--- src/rtl/fifo_wr_ctrl.sv ---
// Write-side pointer/flag controller for an async FIFO: W_EN/W_ADDR are combinational (zero latency).
// Backpressure: writes are blocked while FULL; a blocked request sets the sticky OVERFLOW flag.
module fifo_wr_ctrl #(
  parameter int ADDR_WIDTH   = 3,
  parameter int SYNC_STAGES  = 2,
  parameter int AFULL_THRESH = 6
) (
  input  logic                  CLK,
  input  logic                  RST,
  input  logic                  W_INC,
  input  logic                  CLR_OVF,
  input  logic [ADDR_WIDTH:0]   R_PTR_GRAY,
  output logic                  W_EN,
  output logic [ADDR_WIDTH-1:0] W_ADDR,
  output logic [ADDR_WIDTH:0]   W_PTR_GRAY,
  output logic                  FULL,
  output logic                  ALMOST_FULL,
  output logic [ADDR_WIDTH:0]   W_LEVEL,
  output logic                  OVERFLOW
);

  localparam int PW = ADDR_WIDTH + 1;
  localparam logic [PW-1:0] AFULL_LVL = PW'(AFULL_THRESH);
  // Full when the write pointer is exactly one lap ahead: top two Gray bits inverted.
  localparam logic [PW-1:0] FULL_MASK = {2'b11, {(PW-2){1'b0}}};

  logic [PW-1:0] wbin_q, wbin_d;
  logic [PW-1:0] wgray_q, wgray_d;
  logic [PW-1:0] sync_q [SYNC_STAGES];
  logic          ovf_q, ovf_d;
  logic [PW-1:0] rq_s;
  logic [PW-1:0] rbin_s;
  logic [PW-1:0] level;
  logic          full;

  assign rq_s = sync_q[SYNC_STAGES-1];

  always_comb begin
    rbin_s = '0;
    for (int i = 0; i < PW; i++) begin
      rbin_s[i] = ^(rq_s >> i);
    end
  end

  assign full  = (wgray_q == (rq_s ^ FULL_MASK));
  assign level = wbin_q - rbin_s;

  assign W_EN        = W_INC & ~full;
  assign W_ADDR      = wbin_q[ADDR_WIDTH-1:0];
  assign W_PTR_GRAY  = wgray_q;
  assign FULL        = full;
  assign W_LEVEL     = level;
  assign ALMOST_FULL = (level >= AFULL_LVL);
  assign OVERFLOW    = ovf_q;

  always_comb begin
    wbin_d  = wbin_q;
    wgray_d = wgray_q;
    ovf_d   = ovf_q;
    if (W_EN) begin
      wbin_d  = wbin_q + PW'(1);
      wgray_d = wbin_d ^ (wbin_d >> 1);
    end
    if (CLR_OVF) begin
      ovf_d = 1'b0;
    end
    // Set has priority over clear so a simultaneous overflow is never lost.
    if (W_INC && full) begin
      ovf_d = 1'b1;
    end
  end

  always_ff @(posedge CLK or posedge RST) begin
    if (RST) begin
      wbin_q  <= '0;
      wgray_q <= '0;
      ovf_q   <= 1'b0;
      for (int i = 0; i < SYNC_STAGES; i++) begin
        sync_q[i] <= '0;
      end
    end else begin
      wbin_q    <= wbin_d;
      wgray_q   <= wgray_d;
      ovf_q     <= ovf_d;
      sync_q[0] <= R_PTR_GRAY;
      for (int i = 1; i < SYNC_STAGES; i++) begin
        sync_q[i] <= sync_q[i-1];
      end
    end
  end

endmodule

--- config.mk ---
export PLATFORM = sky130hd
export DESIGN_NAME = fifo_wr_ctrl
export DESIGN_NICKNAME = d
export VERILOG_FILES = /design/src/rtl/fifo_wr_ctrl.sv
export SDC_FILE = /design/constraint.sdc
export NUM_CORES = 1
export LEC_CHECK = 0
export BUFFER_PORTS_ARGS = -buffer_cell sky130_fd_sc_hd__buf_2
export CORE_MARGIN = 3
export CORE_UTILIZATION = 50
export DETAILED_ROUTE_END_ITERATION = 10
export PLACE_DENSITY_LB_ADDON = 0.12
export RECOVER_POWER = 100
export SYNTH_ARGS = -nofsm -noshare
export SYNTH_HDL_FRONTEND = slang
export SYNTH_SLANG_ARGS = --single-unit
--- constraint.sdc ---
create_clock -name CLK -period 4.9 [get_ports CLK]
set_input_delay 0.49 -clock CLK [delete_from_list [all_inputs] [get_ports CLK]]
set_output_delay 0.49 -clock CLK [all_outputs]
set_load 0.01 [all_outputs]
==> impl_metrics.py <==
metrics = {
    "drt": {
        "post-route-drc-count": 0,
        "drt_iter0_markers": 5,
        "drtPass1Iterations": 4,
        "detail-route-antenna-nets": 0,
        "route.detailed.vias_per_inst": 4.83,
        "detail_route.wl_per_cell_um": 13.2,
        "routed-via-count": 526,
        "wirelength_um": 1440,
    },
    "synth": {
        "postSynthAreaPerCell_um2": 11.4,
        "synth.mux.area_fraction_pct": 1.44,
        "synth_sequential_area_ratio_pct": 51.0,
        "largest_family_of_logic_cells_by_synthesized_area": "XOR/XNOR gates",
        "syn_nets": 82,
        "yosys_warnings": 0,
        "synth_cell_type_count": 18,
        "adder_and_majority_gate_portion_of_the_synthesized_area_pct": 8.93,
        "synth_compound_gate_area_share_pct": 6.86,
        "post_synth_and_or_nand_nor_area_fraction_pct": 8.61,
        "synth-seq-cells": 16,
        "synthesis.instances": 69,
        "synth-xor-area-share_pct": 17.9,
        "synthesis.area_um2": 785,
    },
    "timing": {
        "max_freq_mhz": 329,
        "finalHoldViolations": 0,
        "finalSetupViolCount": 0,
        "final.setup.tns_ns": 0,
        "hold_slack_ns": 0.255,
        "timing.slew.headroom_pct": 60.5,
        "rsz0062_at_grt": "no",
        "period_share_pct": 62.0,
        "worst_clock_skew_ns": 0.00620,
        "worstMarginPinSlew_ns": 0.591,
        "report.final.slew_viol_count": 0,
        "finalWorstPathRequiredPeriod_ns": 3.04,
    },
    "layout": {
        "finish.net_count": 109,
        "multiInputGateArea_um2": 335,
        "post_route_cells_drive_above_1_share_pct": 13.8,
        "fillerInstances": 130,
        "seq_area_um2": 400,
        "diodes": 0,
        "layout-area-overhead-vs-synth_pct": 15.0,
    },
    "clock_tree": {
        "clkLatencyLatePin_ns": 0.28,
        "clkSlewWorstSetupHoldPaths_ns": 0.09,
        "post_cts.resized_instances": 0,
        "post-cts-setup-buffers": 0,
        "cts_root_buffer": "clkbuf_4",
        "sinks_on_clock_net": 16,
        "postCtsHoldBufs": 0,
        "ctsHtreeMaxLevel": 1,
        "tritoncts.num_buffers": 3,
        "cts_buffer_depth": 2,
        "tritoncts": "built",
    },
    "worst_setup_path": {
        "timing.reg2reg.setup_slack_ns": 2.93,
        "critical_path.startpoint_type": "flop",
        "timing.critical_path.arrival_ns": 2.55,
        "worstSetupEndpointType": "output pin",
        "timing.critical_path.fanout_max": 3,
        "timing.critical_path.required_ns": 4.41,
        "worst-setup-path-type": "flop to output pin",
    },
    "floorplan": {
        "coreArea_um2": 1380,
        "std_cell_rows": 13,
        "initial_utilization_pct": 56.7,
        "die_h_um": 45.6,
        "die_w_um": 45.6,
        "num_io_pins": 23,
        "design.die.area_um2": 2080,
    },
    "hold_path": {
        "timing.hold.worst.class": "input pin to asynchronous set/reset pin",
    },
    "placement": {
        "port_buffers": 22,
        "routabilityCongestion": 0.768,
        "place_hpwl_um": 1150,
    },
    "pwr": {
        "static-leakage-power_nw": 0.413,
        "vdd_ir_drop_max_mv": 0.309,
        "power_density_nw_per_um2": 680,
    },
    "grt": {
        "grt_start_max_net_pins": 17,
        "grt_pass1_vias": 548,
        "grt_pass1_wl_um": 2440,
        "grt_usage_pct": 17.5,
        "grt.overflow.total": 0,
        "antenna_violations_before_repair": 0,
    },
    "run_status": {
        "outcome": "complete, no violations",
    },
    "flow_run": {
        "cap_violations": 0,
    },
}
==> path summary, 6_finish.rpt <==
path,startpoint,end,cells after the start
worst max-delay path,rq_s[3],ALMOST_FULL,10
worst min-delay path,RST,sync_q[4],2
worst max register to register,W_PTR_GRAY[3],wbin_q[1],4
worst min register to register,sync_q[4],rq_s[0],0
max in group asynchronous,RST,OVERFLOW,2
min in group CLK,R_PTR_GRAY[0],sync_q[4],1
==> sequential cells by signal, indices dropped and copies added (netlist names) <==
name,cells
sync_q,4
wbin_q,3
OVERFLOW,1
rq_s,4
W_PTR_GRAY,4
==> layer usage <==
metal / share of wire, % / global-route usage, %
met1: 42 / 19.7
met2: 50 / 29.8
met3: 6.5 / 3.56
met4: 0.90 / 10.5
met5: 0 / 0
==> synthesized netlist by cell type <==
cell type	count	area, um^2
a21boi_0	1	7.51
nand2_1	7	26.3
o41ai_2	1	16.3
mux2_2	1	11.3
nor3b_1	1	7.51
xor2_1	8	70.1
nor2_1	1	3.75
nand3_1	1	5.00
xnor2_1	8	70.1
inv_1	8	30.0
nor2_2	2	12.5
dfrtp_1	16	400
fa_1	1	20.0
ha_1	4	50.1
buf_6	1	11.3
nor4_1	1	6.26
nor2b_1	1	6.26
o21ai_0	6	30.0
==> worst max-delay path, cell delays in order, from the launching register on <==
cell	delay, ns
dfrtp_1	0.41
xnor2_1	0.24
xor2_1	0.35
xnor2_1	0.18
ha_1	0.19
inv_1	0.05
fa_1	0.37
xor2_1	0.18
nand2_1	0.07
o21ai_0	0.06
clkbuf_1	0.17
==> cell type report <==
cell class	count	area share (%)
clock buffers	3	2.50
inverters	8	3.33
multi-input cells	44	37.2
flip-flops and latches	16	44.4
well taps	15	2.08
repair buffers	23	10.5
==> power breakdown <==
group          total, mW  switching [mW]  internal [mW]
clock             0.0667          0.0382         0.0285
combinational      0.326           0.184          0.142
sequential         0.220          0.0518          0.168
==> cells in the final DEF (no fill, tap or decap) <==
cell	count
clkbuf_1	16
nand2_1	7
o41ai_1	1
nor3b_1	1
nor2b_1	1
buf_2	7
xnor2_1	8
ha_1	4
dfrtp_1	16
xor2_1	8
nor4_1	1
nor2_1	1
fa_1	1
inv_1	8
clkbuf_4	3
nor2_2	2
mux2_2	1
a21boi_0	1
nand3_1	1
o21ai_0	6
==> metrics by stage <==
step                      instance area, um^2  setup slack (ns)  power (mW)  instances  utilization [%]
final                                     902              1.86       0.613        109             65.2
after global routing                      902              1.64       0.671        109             65.2
after CTS                                 932              1.84       0.648        109             67.4
after detailed placement                  910              2.17       0.577        106             65.8
after floorplan                           785              2.28       0.456         69                -
after global placement                    910              2.29       0.559        106             65.8
==> cells by family (layout without fill, tap and decap cells) <==
| logic type | after synthesis | count (layout) |
|---|---|---|
| compound gates | 8 | 8 |
| xor+xnor | 16 | 16 |
| fa+ha+maj | 5 | 5 |
| buf+inv | 9 | 34 |
| flops | 16 | 16 |
| mux | 1 | 1 |
| simple gates | 14 | 14 |
Power figures use the tool's default switching activity.
